File: config.mk
export PLATFORM = sky130hd
export DESIGN_NAME = mux_2_1
export DESIGN_NICKNAME = d
export VERILOG_FILES = /design/src/rtl/mux_2_1.sv
export SDC_FILE = /design/constraint.sdc
export NUM_CORES = 1
export LEC_CHECK = 0
export CELL_PAD_IN_SITES_DETAIL_PLACEMENT = 2
export CELL_PAD_IN_SITES_GLOBAL_PLACEMENT = 2
export CORE_MARGIN = 4
export CORE_UTILIZATION = 23
export CTS_CLUSTER_DIAMETER = 60
export DETAILED_ROUTE_END_ITERATION = 6
export GPL_TIMING_DRIVEN = 0
export PLACE_DENSITY_LB_ADDON = 0.05
export RECOVER_POWER = 50
export SYNTH_ARGS = -nofsm -noshare
export SYNTH_HDL_FRONTEND = slang
export SYNTH_SLANG_ARGS = --single-unit
File: constraint.sdc
create_clock -name clk -period 1.12 [get_ports clk]
set_clock_uncertainty 0.15 [all_clocks]
set_input_delay 0.112 -clock clk [delete_from_list [all_inputs] [get_ports clk]]
set_output_delay 0.112 -clock clk [all_outputs]
set_load 0.005 [all_outputs]
File: src/rtl/mux_2_1.sv
// Registered 3-input WIDTH-bit selector with one cycle of latency.
// Optional illegal-select flag (sel == 3) enabled by defining MUX_2_1_SEL_ERR_EN.
module mux_2_1 #(
  parameter int WIDTH = 32
) (
  input  logic             clk,
  input  logic             rst_n,
  input  logic             en,
  input  logic [WIDTH-1:0] in_1,
  input  logic [WIDTH-1:0] in_2,
  input  logic [WIDTH-1:0] in_3,
  input  logic [1:0]       sel,
`ifdef MUX_2_1_SEL_ERR_EN
  output logic             sel_err,
`endif
  output logic [WIDTH-1:0] data_out
);

  logic [WIDTH-1:0] r_data;
  logic [WIDTH-1:0] w_data_next;
  logic             w_sel_legal;
  logic             w_load;

  assign w_sel_legal = (sel != 2'd3);
  // Code 3 selects nothing, so the register simply keeps its contents.
  assign w_load      = en & w_sel_legal;

  always_comb begin
    w_data_next = r_data;
    case (sel)
      2'd0:    w_data_next = in_1;
      2'd1:    w_data_next = in_2;
      2'd2:    w_data_next = in_3;
      default: w_data_next = r_data;
    endcase
  end

  always_ff @(posedge clk or negedge rst_n) begin
    if (!rst_n) begin
      r_data <= '0;
    end else if (w_load) begin
      r_data <= w_data_next;
    end
  end

  assign data_out = r_data;

`ifdef MUX_2_1_SEL_ERR_EN
  logic r_sel_err;

  always_ff @(posedge clk or negedge rst_n) begin
    if (!rst_n) begin
      r_sel_err <= 1'b0;
    end else if (en) begin
      r_sel_err <= ~w_sel_legal;
    end
  end

  assign sel_err = r_sel_err;
`endif

endmodule

==> results <==
[stage by stage]
stage | setup TNS, ns | instance area, um^2 | setup slack (ns)
after global routing | -0.0351 | 3930 | -0.0212
after global placement | -61.18 | 3740 | -1.14
after detailed placement | -25.64 | 3740 | -0.840
after CTS | 0 | 3770 | 0.00323
final | -0.0105 | 3930 | -0.0105
after floorplan | -0.544 | 2260 | -0.0200
[repair_timing]
item,CTS,global route
endpoints found under the hold margin,32,32
pin swaps,1,2
setup buffers,3,2
resized for setup,155,29
setup endpoints to repair,64,21
[final timing paths]
path / from / slack, ns / to / cells past startpoint
max: sel[0] / -0.01 / data_out[12] / 7
min: rst_n / -0.21 / data_out[19] / 1
max reg2reg: data_out[30] / 0.06 / data_out[30] / 4
min reg2reg: data_out[22] / 0.33 / data_out[22] / 2
max in group asynchronous: rst_n / 0.48 / data_out[2] / 1
min in group clk: sel[0] / 0.28 / data_out[21] / 4
[report_power, final]
part           switching, uW  internal [uW]
clock network            476            491
registers               96.3           1340
logic                    751            959
total                   1320           2790
[worst reg2reg max path, cell delays in order, from the launching register on]
cell and delay, ns:
dfrtp_1 0.40, buf_4 0.14, buf_4 0.12, nand2_1 0.07, o31ai_2 0.06
[layout make-up]
cell class                      count  area (um^2)
Buffer                             20          241
Tap cell                          129          161
Inverter                            2         12.5
Clock buffer                        6         82.6
Multi-Input combinational cell    132         1420
Timing Repair Buffer              137         1190
Clock inverter                      2         10.0
Fill cell                         975         5360
Sequential cell                    32          801
[logic make-up (layout without fill, tap and decap cells)]
group | after synthesis | in the layout
AND/OR/NAND/NOR | 65 | 65
AO/OA/AOI/OAI | 64 | 64
flip-flops | 32 | 32
buffers and inverters | 22 | 167
adder cells (fa/ha/maj) | 3 | 3
[layer usage]
layer  GRT usage [%]  vias to the layer above  wire [um]
li1                -                      998          -
met1            17.9                     1041       3540
met2            26.0                       72       4290
met3            4.19                        7        557
met4            2.78                        0         55
met5               0                        -          0
[cells in the final DEF, fill, tap and decap left out, drive strengths merged, types with 3 or more instances in the layout]
cell type	netlist	layout
o31ai	32	32
ha	3	3
buf	18	57
a221oi	32	32
clkbuf	2	9
nor2b	32	32
nand2	32	32
dfrtp	32	32
clkdlybuf4s50	0	96
==> out/results.tsv <==
stage	metric	value	unit
status	outcome	finished, violations left	
status	failing checks	hold timing, setup timing	
floorplanning	IO Count	133	
place	Final GP Congestion	0.702	
finish	fin cells	460	
floorplanning	die area	11300	um^2
setup_path	crit path cell chain	buf_6, inv_6, ha_4, buf_12, buf_12, a221oi_2, o31ai_2	
timing	fmax	885	MHz
clock_network	clk_lat worst skew	0.29	ns
grt	initial antenna violation count	0	
synthesis	Yosys top cell by area	dfrtp_1	
pwr	PwrDens	1050	nW/um^2
finish	Finished Core Util	42.3	%
synthesis	main combinational cell family by area after synthesis	compound AO/OA/AOI/OAI gates	
finish	fin nets	434	
route	via count	2118	
synthesis	Yosys warnings	0	
place	Port Buffers	132	
synthesis	Top FF cell, synth	dfrtp_1	
clock_network	clock sinks	32	
synthesis	post-synthesis register bit count	32	
setup_path	CP Capture Type	flop	
finish	area growth from synthesis to layout	77.5	%
clock_network	CTS Buffer Depth	2	
setup_path	Crit Path Max Fanout	10	
timing	Final Hold Vio Count	32	
synthesis	area share of and/or/nand/nor cells after synthesis	15.1	%
floorplanning	Starting Density	23.8	%
synthesis	synthesized instance count	186	
setup_path	Worst path most repeated cell	buf_12	
clock_network	Clock transition at path regs	0.07	ns
floorplanning	Die Y	106	um
place	Inst Count DP	447	
synthesis	EDFF count, synth	0	
synthesis	Post-synth top cells	dfrtp_1 (32), nand2_1 (32), nor2b_1 (32)	
finish	antenna cell count	0	
synthesis	ys async rst share	100	%
timing	Slew headroom	40.5	%
place	dpl hpwl	6350	um
timing	fin crit period	1.13	ns
route	wire per inst	18.3	um
setup_path	CP bufs+invs	4	
timing	RSZ-0062 raised after global routing	true	
setup_path	Startpoint Class	input pin	
route	Initial DRC Count	53	
finish	share of layout cells above drive strength 1	42.6	%
finish	max reg flops	32	
route	Detail Route Antenna Nets	0	
grt	gr usage total	14.7	%
route	DRT Wirelength	8430	um
grt	GRT Residual Overflow	0	
clock_network	CTS buffer count	5	
timing	Final setup viols	1	
grt	first-pass GRT wire length	13100	um
synthesis	Cell Area, Synth	2210	um^2
timing	setup ws final	-0.0105	ns
timing	Max Transition Viols Final	0	
route	DRC errors left	0	
setup_path	worst path required time	1.14	ns
synthesis	Seq/Total Area, Yosys	36.2	%
timing	measured slew at the worst slew-check pin	0.893	ns
pwr	Final Power	4120	uW
synthesis	Compound-Gate Fraction of Synth Area	38.8	%
route	drt pass-1 iters	4	
timing	crit share post-route	101	%
synthesis	mean post-synth cell area	11.9	um^2
clock_network	H-Tree Depth	2	
synthesis	top cells by area, synth	dfrtp_1 (36%), a221oi_2 (20%), o31ai_2 (17%)	
floorplanning	Core ar.	9280	um^2
synthesis	syn nets	290	
setup_path	Max stage delay on crit path	0.27	ns
grt	largest net degree at the start of global routing	33	
setup_path	cell family with most CP delay	buffers and inverters	
synthesis	top cell type's share of synthesized area	36.2	%
setup_path	slowest cell on the critical path	a221oi_2	
flow_run	MaxCap Viol Count	0	
pwr	IR drop worst, VDD	0.478	mV
floorplanning	Site Rows	35	
route	Vias/cell	4.60	
timing	worst hold slack	-0.210	ns
setup_path	Arr. time, crit path	1.15	ns
synthesis	mux contribution to synthesized area	0	%
min_path	Worst Hold Class	in -> async	
clock_network	CTS tree	done	
setup_path	CP Class	in -> reg	
synthesis	Distinct cells, synth	14	
floorplanning	die width	106	um
pwr	Leak	0.00158	uW
clock_network	clock root buffer master	clkbuf_8	
grt	vias in the first global route	2410	
synthesis	fraction of synthesized cell area in xor and xnor cells	0	%
synthesis	Synth Area in Adders	1.70	%
No activity file was read; power rests on OpenSTA's default activity.
